### config.mk
export PLATFORM = sky130hd
export DESIGN_NAME = rob_queue
export DESIGN_NICKNAME = d
export VERILOG_FILES = /design/src/rtl/rob_queue.sv
export SDC_FILE = /design/constraint.sdc
export NUM_CORES = 1
export LEC_CHECK = 0
export ABC_AREA = 1
export CORE_MARGIN = 2
export CORE_UTILIZATION = 50
export DETAILED_ROUTE_END_ITERATION = 8
export PLACE_DENSITY = 0.77
export REMOVE_ABC_BUFFERS = 1
export SYNTH_ARGS = -nofsm -noshare
export SYNTH_HDL_FRONTEND = slang
export SYNTH_SLANG_ARGS = --single-unit
### constraint.sdc
create_clock -name clk_in -period 3.5 [get_ports clk_in]
set_input_delay 0.7 -clock clk_in [delete_from_list [all_inputs] [get_ports clk_in]]
set_output_delay 0.7 -clock clk_in [all_outputs]
set_load 0.02 [all_outputs]
### src/rtl/rob_queue.sv
// Reorder buffer: in-order dispatch and commit over a circular buffer, with CDB writeback and mispredict flush.
// Optional operand forwarding read ports are enabled with `define ROB_FWD_EN.
module rob_queue #(
    parameter int unsigned ROB_DEPTH = 16,
    parameter int unsigned TAG_W     = 4
) (
    input  logic             clk_in,
    input  logic             rst_in,
    input  logic             rdy_in,
    input  logic             disp_valid_in,
    output logic             disp_ready_out,
    input  logic [1:0]       disp_type_in,
    input  logic [4:0]       disp_rd_in,
    input  logic [31:0]      disp_pc_in,
    output logic [TAG_W-1:0] disp_tag_out,
    input  logic             cdb_valid_in,
    input  logic [TAG_W-1:0] cdb_tag_in,
    input  logic [31:0]      cdb_value_in,
    input  logic             cdb_mispred_in,
    input  logic [31:0]      cdb_target_in,
    input  logic             commit_ready_in,
    output logic             commit_valid_out,
    output logic [TAG_W-1:0] commit_tag_out,
    output logic [1:0]       commit_type_out,
    output logic [4:0]       commit_rd_out,
    output logic [31:0]      commit_value_out,
    output logic             flush_out,
    output logic [31:0]      flush_pc_out,
    output logic [TAG_W:0]   count_out
`ifdef ROB_FWD_EN
    ,
    input  logic [TAG_W-1:0] fwd_tag1_in,
    input  logic [TAG_W-1:0] fwd_tag2_in,
    output logic             fwd_ready1_out,
    output logic             fwd_ready2_out,
    output logic [31:0]      fwd_value1_out,
    output logic [31:0]      fwd_value2_out
`endif
);

    localparam int unsigned CNT_W = TAG_W + 1;

    typedef struct packed {
        logic [1:0]  typ;
        logic [4:0]  rd;
        logic [31:0] pc;
        logic [31:0] value;
        logic [31:0] target;
    } rob_entry_t;

    rob_entry_t           entry_q [ROB_DEPTH];
    logic [ROB_DEPTH-1:0] busy_q;
    logic [ROB_DEPTH-1:0] ready_q;
    logic [ROB_DEPTH-1:0] mispred_q;
    logic [TAG_W-1:0]     head_q;
    logic [TAG_W-1:0]     tail_q;
    logic [CNT_W-1:0]     count_q;

    logic commit_go_c;
    logic flush_c;
    logic disp_go_c;
    logic cdb_go_c;
    logic [31:0] head_pc_unused;

    // Handshake decode, all from registered state plus this cycle's requests
    always_comb begin
        commit_go_c    = rdy_in && busy_q[head_q] && ready_q[head_q] && commit_ready_in;
        flush_c        = commit_go_c && mispred_q[head_q];
        disp_ready_out = (count_q < CNT_W'(ROB_DEPTH)) && !flush_c;
        disp_go_c      = disp_valid_in && disp_ready_out && rdy_in;
        cdb_go_c       = cdb_valid_in && rdy_in && !flush_c && busy_q[cdb_tag_in];
    end

    assign disp_tag_out   = tail_q;
    assign count_out      = count_q;
    // Per-entry PC is kept only for debug probing
    assign head_pc_unused = entry_q[head_q].pc;

    // Entry payload storage; validity is tracked by busy_q so no reset is needed
    always_ff @(posedge clk_in) begin
        if (disp_go_c) begin
            entry_q[tail_q].typ <= disp_type_in;
            entry_q[tail_q].rd  <= disp_rd_in;
            entry_q[tail_q].pc  <= disp_pc_in;
        end
        if (cdb_go_c) begin
            entry_q[cdb_tag_in].value  <= cdb_value_in;
            entry_q[cdb_tag_in].target <= cdb_target_in;
        end
    end

    // Control state and registered commit/flush outputs
    always_ff @(posedge clk_in or negedge rst_in) begin
        if (!rst_in) begin
            busy_q           <= '0;
            ready_q          <= '0;
            mispred_q        <= '0;
            head_q           <= '0;
            tail_q           <= '0;
            count_q          <= '0;
            commit_valid_out <= 1'b0;
            commit_tag_out   <= '0;
            commit_type_out  <= '0;
            commit_rd_out    <= '0;
            commit_value_out <= '0;
            flush_out        <= 1'b0;
            flush_pc_out     <= '0;
        end else begin
            commit_valid_out <= 1'b0;
            flush_out        <= 1'b0;
            if (flush_c) begin
                busy_q    <= '0;
                ready_q   <= '0;
                mispred_q <= '0;
                head_q    <= '0;
                tail_q    <= '0;
                count_q   <= '0;
            end else begin
                if (disp_go_c) begin
                    busy_q[tail_q]    <= 1'b1;
                    ready_q[tail_q]   <= 1'b0;
                    mispred_q[tail_q] <= 1'b0;
                    tail_q            <= tail_q + TAG_W'(1);
                end
                if (cdb_go_c) begin
                    ready_q[cdb_tag_in]   <= 1'b1;
                    mispred_q[cdb_tag_in] <= cdb_mispred_in;
                end
                // Commit release comes last so it wins over a stray CDB to the head
                if (commit_go_c) begin
                    busy_q[head_q]  <= 1'b0;
                    ready_q[head_q] <= 1'b0;
                    head_q          <= head_q + TAG_W'(1);
                end
                if (disp_go_c && !commit_go_c) begin
                    count_q <= count_q + CNT_W'(1);
                end else if (!disp_go_c && commit_go_c) begin
                    count_q <= count_q - CNT_W'(1);
                end
            end
            if (commit_go_c) begin
                commit_valid_out <= 1'b1;
                commit_tag_out   <= head_q;
                commit_type_out  <= entry_q[head_q].typ;
                commit_rd_out    <= entry_q[head_q].rd;
                commit_value_out <= entry_q[head_q].value;
            end
            if (flush_c) begin
                flush_out    <= 1'b1;
                flush_pc_out <= entry_q[head_q].target;
            end
        end
    end

`ifdef ROB_FWD_EN
    // Operand lookup with same-cycle CDB bypass
    always_comb begin
        fwd_ready1_out = ready_q[fwd_tag1_in];
        fwd_value1_out = entry_q[fwd_tag1_in].value;
        fwd_ready2_out = ready_q[fwd_tag2_in];
        fwd_value2_out = entry_q[fwd_tag2_in].value;
        if (cdb_go_c && (cdb_tag_in == fwd_tag1_in)) begin
            fwd_ready1_out = 1'b1;
            fwd_value1_out = cdb_value_in;
        end
        if (cdb_go_c && (cdb_tag_in == fwd_tag2_in)) begin
            fwd_ready2_out = 1'b1;
            fwd_value2_out = cdb_value_in;
        end
    end
`else
    // No operand forwarding ports in this build
`endif

endmodule

==> flow_metrics.env, run 1 <==
export IMPL_crit_path_end_kind="output pin"
export IMPL_die_area_um2=102000
export IMPL_async_flop_share=0.108
export IMPL_synth_top_area_frac=0.684
export IMPL_cts_tree="yes"
export IMPL_worstRegToRegCells=17
export IMPL_p_per_area_nw_per_um2=781
export IMPL_skew_ps=40.5
export IMPL_synthMostInstantiatedCell="edfxtp_1"
export IMPL_gp_congestion=0.904
export IMPL_synthToLayoutAreaGrowth_pct=15.3
export IMPL_synth_cells=3874
export IMPL_fin_crit_sh=0.958
export IMPL_cp_required_ps=2800
export IMPL_reg2reg_slack_ps=270
export IMPL_worst_pin_slew_ps=1210
export IMPL_dp_cells=5162
export IMPL_status="complete, but fails checks"
export IMPL_root_buffer="clkbuf_16"
export IMPL_drtPass1Iterations=8
export IMPL_ys_seq_area_frac=0.753
export IMPL_grt_max_degree=242
export IMPL_die_y_um=320
export IMPL_grt_pass1_vias=31400
export IMPL_ys_ff_latch=1274
export IMPL_critical_path_reg2reg_endpoint="count_out[4]"
export IMPL_hold_ws_ps=-10.4
export IMPL_ctsLongestPathBuffers=3
export IMPL_synth_edf_count=1136
export IMPL_die_width_um=320
export IMPL_final_setup_tns_ps=0
export IMPL_clock_latency_ps=710
export IMPL_path_clk_slew_ps=70
export IMPL_drcViolationCount=0
export IMPL_max_slew_margin_rel=0.196
export IMPL_ant_nets=0
export IMPL_cap_violations=0
export IMPL_cp_max_fo=34
export IMPL_wire_per_inst_um=23.1
export IMPL_synth_top_area_cell="edfxtp_1"
export IMPL_synth_flop_cell="edfxtp_1"
export IMPL_cp_startpoint="head_q[0]"
export IMPL_pin_count=201
export IMPL_grt_util_met1=0.328
export IMPL_hold_viol=1
export IMPL_gr_usage_met3=0.0388
export IMPL_violations="negative hold slack"
export IMPL_synthTopCellsByArea="edfxtp_1, dfrtp_1, o21ai_0"
export IMPL_grt_usage=0.240
export IMPL_port_buffers=168
export IMPL_cts_buffers=118
export IMPL_nNetsFinal=4129
export IMPL_max_vdd_ir_drop_mv=1.00
export IMPL_total_power_w=0.0449
export IMPL_grt_pass1_wl_mm=188
export IMPL_yosysUniqueCellTypes=37
export IMPL_wirelength_mm=125
export IMPL_syn_cell_area_um2=49900
export IMPL_crit_type="flop to output pin"
export IMPL_setup_viol=0
export IMPL_start_kind="flop"
export IMPL_leakagePower_nw=19.6
export IMPL_drt_iter0_drc=4271
export IMPL_cp_endpoint="disp_ready_out"
export IMPL_clock_fmax_mhz=298
export IMPL_arrival_ps=2650
export IMPL_drv_slew=0
export IMPL_layout_drive_gt1_share=0.0801
export IMPL_num_vias=32600
export IMPL_final_cells=5399
export IMPL_htree_num_levels=3
export IMPL_r2r_start="head_q[1]"
export IMPL_grt_busiest_layer="met2"
export IMPL_rsz0062_at_grt="false"
export IMPL_synth_common_cells="edfxtp_1, nor2_1, o21ai_0"
export IMPL_syn_area_per_cell_um2=12.9
export IMPL_antenna_found_initial=10
export IMPL_fp_coreArea_um2=98600
export IMPL_synth_warnings=0
export IMPL_rows=115
export IMPL_hpwl_mm=65.9
export IMPL_initial_core_util=0.506
export IMPL_vias_per_cell=6.03
export IMPL_min_period_ps=3350
export IMPL_grt_overflow=0
export IMPL_worst_hold_path_type="primary input to asynchronous set/reset pin"
export IMPL_cts_sinks=1274
export IMPL_use_met2=0.394
==> flip-flops by register name, summed over array words and instances, names as in the netlist <==
signal and count:
entry_q 1136, commit_value_out 32, flush_pc_out 32, busy_q 16, mispred_q 16, ready_q 16
commit_rd_out 5, count_out 5, commit_tag_out 4, disp_tag_out 4, head_q 4, commit_type_out 2
commit_valid_out 1, flush_out 1
==> logic make-up after synthesis <==
kind of cell | count (synthesis) | share of synthesized area
DFF | 1274 | 0.753
AOI/OAI and AO/OA | 1128 | 0.125
and+or+nand+nor | 1109 | 0.0881
buffers and inverters | 347 | 0.0301
adders and majority gates | 13 | 0.00341
xor gates and xnor gates | 3 | 0.000527
==> worst max-delay path: stages (launching register included) <==
cell,delay [ps]
dfrtp_4,560
inv_16,170
nand2_1,70
nand3_1,70
nand2_1,80
nand2_1,80
nand3_1,190
nor2_4,180
nand3_4,100
nand2_1,70
inv_1,50
dlygate4sd2_1,310
==> report_power, final <==
part | internal (W) | switching, W | total, W | leakage [nW]
registers | 0.0175 | 0.000666 | 0.0182 | 11.9
logic | 0.00454 | 0.00900 | 0.0135 | 5.73
clock network | 0.00754 | 0.00568 | 0.0132 | 1.96
==> timing repair <==
item	in CTS	in global routing
setup buffers	6	0
hold buffers	0	0
gates resized for setup	4	0
setup endpoints to repair	1	0
==> cells in the final DEF, fill, tap and decap left out, types with 5 or more instances in the layout <==
master,Yosys,final
a22o_1,39,39
nand3_1,69,69
clkbuf_1,164,30
clkinvlp_4,0,8
bufinv_16,0,14
clkinv_2,0,29
inv_4,0,11
nand2_1,328,328
clkinv_1,1,13
a31oi_1,40,40
buf_4,14,39
nand2_2,11,11
o21ai_1,33,33
o21ai_0,590,590
clkbuf_16,0,118
nor2_4,2,5
dfrtp_1,138,136
inv_1,86,71
ha_1,12,12
clkdlybuf4s50_1,0,166
nor2_1,679,676
a21oi_1,132,132
o22ai_1,284,284
nand2_4,7,7
nand4_1,6,6
edfxtp_1,1136,1136
buf_12,0,50
clkbuf_8,0,11
==> cell type report <==
| type | count | area (µm²) |
|---|---|---|
| clock inverter | 67 | 833 |
| tap | 1287 | 1610 |
| timing repair inverter | 1 | 8.76 |
| clock buffer | 159 | 3220 |
| inverter | 94 | 418 |
| sequential | 1274 | 37600 |
| multi-input combinational | 2253 | 10800 |
| timing repair buffer | 260 | 3010 |
| antenna | 4 | 10.0 |
| fill | 7294 | 41000 |
==> per-layer routing <==
| layer | up-vias | part of all wire |
|---|---|---|
| met1 | 16000 | 0.39 |
| met3 | 285 | 0.095 |
| met4 | 10 | 0.029 |
| met2 | 1812 | 0.49 |
| li1 | 14500 | - |
| met5 | - | 0.00048 |
==> worst min-delay path by stage <==
stage                     cells after the start                end  slack [ps]               from
final                                         1       count_out[4]         -10             rst_in
after global placement                        2  commit_tag_out[1]         470  commit_tag_out[1]
after global routing                          1       count_out[4]          60             rst_in
after detailed placement                      2  commit_tag_out[1]         470  commit_tag_out[1]
after CTS                                     1   flush_pc_out[26]          20             rst_in
after floorplan                               0          busy_q[0]         400             rst_in
==> stage by stage <==
stage	worst slack, ps	cell area, µm²	utilization
2_1_floorplan	-14140	48700	-
3_3_place_gp	196	53400	0.542
3_5_place_dp	196	53400	0.542
4_1_cts	164	57500	0.583
5_1_grt	13.2	57500	0.583
6_report	148	57500	0.584
Power figures use the tool's default switching activity.
==> inputs of run 2 (changes only) <==
CORE_MARGIN = 5   (was 2)
CTS_BUF_LIST = sky130_fd_sc_hd__clkbuf_8   (was not set)
==> run 2 against run 1 <==
Effect of this change:
- the run now ends clean
- non-clock buffer count decreased by 1
- register-to-register slack got worse by 140 ps
- total power fell by 3.5%
- setup slack got worse by 22 ps
- sequential share of layout area rose by 0.39 points
- combinational power is essentially flat
- maximum frequency down 0.66%
- critical path type is now flop to flop
==> flow_metrics.env, run 2 (same netlist as run 1, synthesis figures left out) <==
export IMPL_layout_drive_gt1_share=0.0912
export IMPL_grt_usage=0.227
export IMPL_status="finished clean"
export IMPL_setup_viol=0
export IMPL_grt_pass1_wl_mm=188
export IMPL_die_width_um=326
export IMPL_largest_reg_flops=1136
export IMPL_gp_congestion=0.892
export IMPL_largestRegisters="entry_q (1136), commit_value_out (32), flush_pc_out (32)"
export IMPL_wire_per_inst_um=22.4
export IMPL_hold_viol=0
export IMPL_grt_max_degree=232
export IMPL_worst_pin_slew_ps=1180
export IMPL_final_common_cell="edfxtp_1"
export IMPL_cap_violations=0
export IMPL_r2r_start="head_q[1]"
export IMPL_critical_path_reg2reg_endpoint="flush_pc_out[29]"
export IMPL_cp_cell_sequence="buf_12, buf_4, buf_4, buf_4, o21ai_0, o22ai_1, nand2_1, nand3_1, a21oi_1, o21ai_1"
export IMPL_layout_common_cells="edfxtp_1, nor2_1, o21ai_0"
export IMPL_drtPass1Iterations=6
export IMPL_root_buffer="clkbuf_8"
export IMPL_arrival_ps=4120
export IMPL_max_slew_margin_rel=0.215
export IMPL_wirelength_mm=124
export IMPL_critPathMostFrequentCell="buf_4"
export IMPL_vias_per_cell=5.93
export IMPL_num_vias=32800
export IMPL_fp_coreArea_um2=98700
export IMPL_cts_buffers=190
export IMPL_drcViolationCount=0
export IMPL_comb_power_share=0.315
export IMPL_final_setup_tns_ps=0
export IMPL_initial_core_util=0.505
export IMPL_power_switching_w=0.0155
export IMPL_cp_endpoint="flush_pc_out[29]"
export IMPL_cp_max_fo=71
export IMPL_ant_nets=0
export IMPL_pre_cts_slack_ps=78.5
export IMPL_cpPeakStageDelay_ps=750
export IMPL_path_clk_slew_ps=60
export IMPL_crit_type="flop to flop"
export IMPL_pin_count=201
export IMPL_crit_family="buffers and inverters"
export IMPL_total_power_w=0.0434
export IMPL_hold_ws_ps=411
export IMPL_rsz0062_at_grt="false"
export IMPL_drt_iter0_drc=4057
export IMPL_worstRegToRegCells=10
export IMPL_reg2reg_slack_ps=130
export IMPL_drv_slew=0
export IMPL_antenna_found_initial=10
export IMPL_min_period_ps=3370
export IMPL_utilization=0.579
export IMPL_switching_share=0.358
export IMPL_clock_fmax_mhz=296
export IMPL_cp_startpoint="head_q[1]"
export IMPL_skew_ps=72.5
export IMPL_port_buffers=168
export IMPL_fin_crit_sh=0.964
export IMPL_crit_path_end_kind="flop"
export IMPL_grt_overflow=0
export IMPL_largest_register="entry_q"
export IMPL_setup_ws_ps=126
export IMPL_nNetsFinal=4201
export IMPL_cts_tree="yes"
export IMPL_seq_power_share=0.419
export IMPL_cts_sinks=1274
export IMPL_clkPwrFrac=0.266
export IMPL_start_kind="flop"
export IMPL_synthToLayoutAreaGrowth_pct=14.6
export IMPL_cp_depth=10
export IMPL_grt_pass1_vias=32200
export IMPL_hpwl_mm=67.4
export IMPL_worst_hold_path_type="primary input to asynchronous set/reset pin"
export IMPL_rows=115
export IMPL_cp_required_ps=4250
export IMPL_htree_num_levels=4
export IMPL_ctsLongestPathBuffers=3
export IMPL_leakagePower_nw=19.8
export IMPL_crit_slowest_cell="buf_4"
export IMPL_max_vdd_ir_drop_mv=0.866
export IMPL_die_area_um2=106000
export IMPL_internal_power_w=0.0279
export IMPL_cp_buffers_inverters=4
export IMPL_p_per_area_nw_per_um2=759
export IMPL_clock_latency_ps=890
export IMPL_die_y_um=326
run 2: cell count changes in the layout (fill, tap and decap cells not counted), sizes merged:
cell | previous run | this run
clkbuf | 159 | 203
buf | 93 | 91
diode | 4 | 7
bufinv | 14 | 5
clkinv | 50 | 71
clkinvlp | 8 | 2
inv | 90 | 177
dlygate4sd3 | 0 | 1
dlygate4sd2 | 1 | 0
run 2: worst min-delay path by stage:
stage	to	slack, ps	cells past startpoint
detailed placement	commit_tag_out[0]	470	2
floorplan	busy_q[0]	400	0
global route	ready_q[0]	440	2
global placement	commit_tag_out[0]	470	2
finish	busy_q[8]	410	2
CTS	busy_q[1]	380	2
run 2: cell type report:
class,instances,area [µm²]
sequential,1274,37600
antenna,7,17.5
clock inverter,159,896
fill,7446,41500
inverter,94,427
tap,1287,1610
multi-input combinational,2253,10800
timing repair inverter,2,17.5
timing repair buffer,259,3010
clock buffer,202,2780
run 2: through the flow:
stage / area, µm² / std cells
floorplan: 48700 / 3621
global placement: 53300 / 5155
detailed placement: 53300 / 5155
CTS: 57200 / 5530
global route: 57200 / 5535
finish: 57200 / 5537
run 2: power groups by stage:
| stage | sequential [W] | combinational [W] | clock, W |
|---|---|---|---|
| after floorplan | 0.0191 | 0.00596 | 0 |
| after global placement | 0.0185 | 0.0128 | 0 |
| after detailed placement | 0.0185 | 0.0132 | 0 |
| after CTS | 0.0182 | 0.0136 | 0.0117 |
| after global routing | 0.0182 | 0.0149 | 0.0125 |
| final | 0.0182 | 0.0137 | 0.0116 |
run 2: routing by layer:
layer / up-vias / track usage / share of wire
met5: - / 0 / 0.00044
li1: 14700 / - / -
met4: 8 / 0.0790 / 0.028
met3: 282 / 0.0496 / 0.093
met2: 1727 / 0.379 / 0.49
met1: 16100 / 0.298 / 0.39
run 2: timing repair:
action / 4_1_cts / 5_1_grt
pin swaps: 2 / 0
setup endpoints to repair: 1 / 1
gates cloned: 2 / 0
setup buffers: 11 / 0
hold endpoints to repair: 56 / 0
hold buffers: 1 / 0
gates resized for setup: 6 / 3
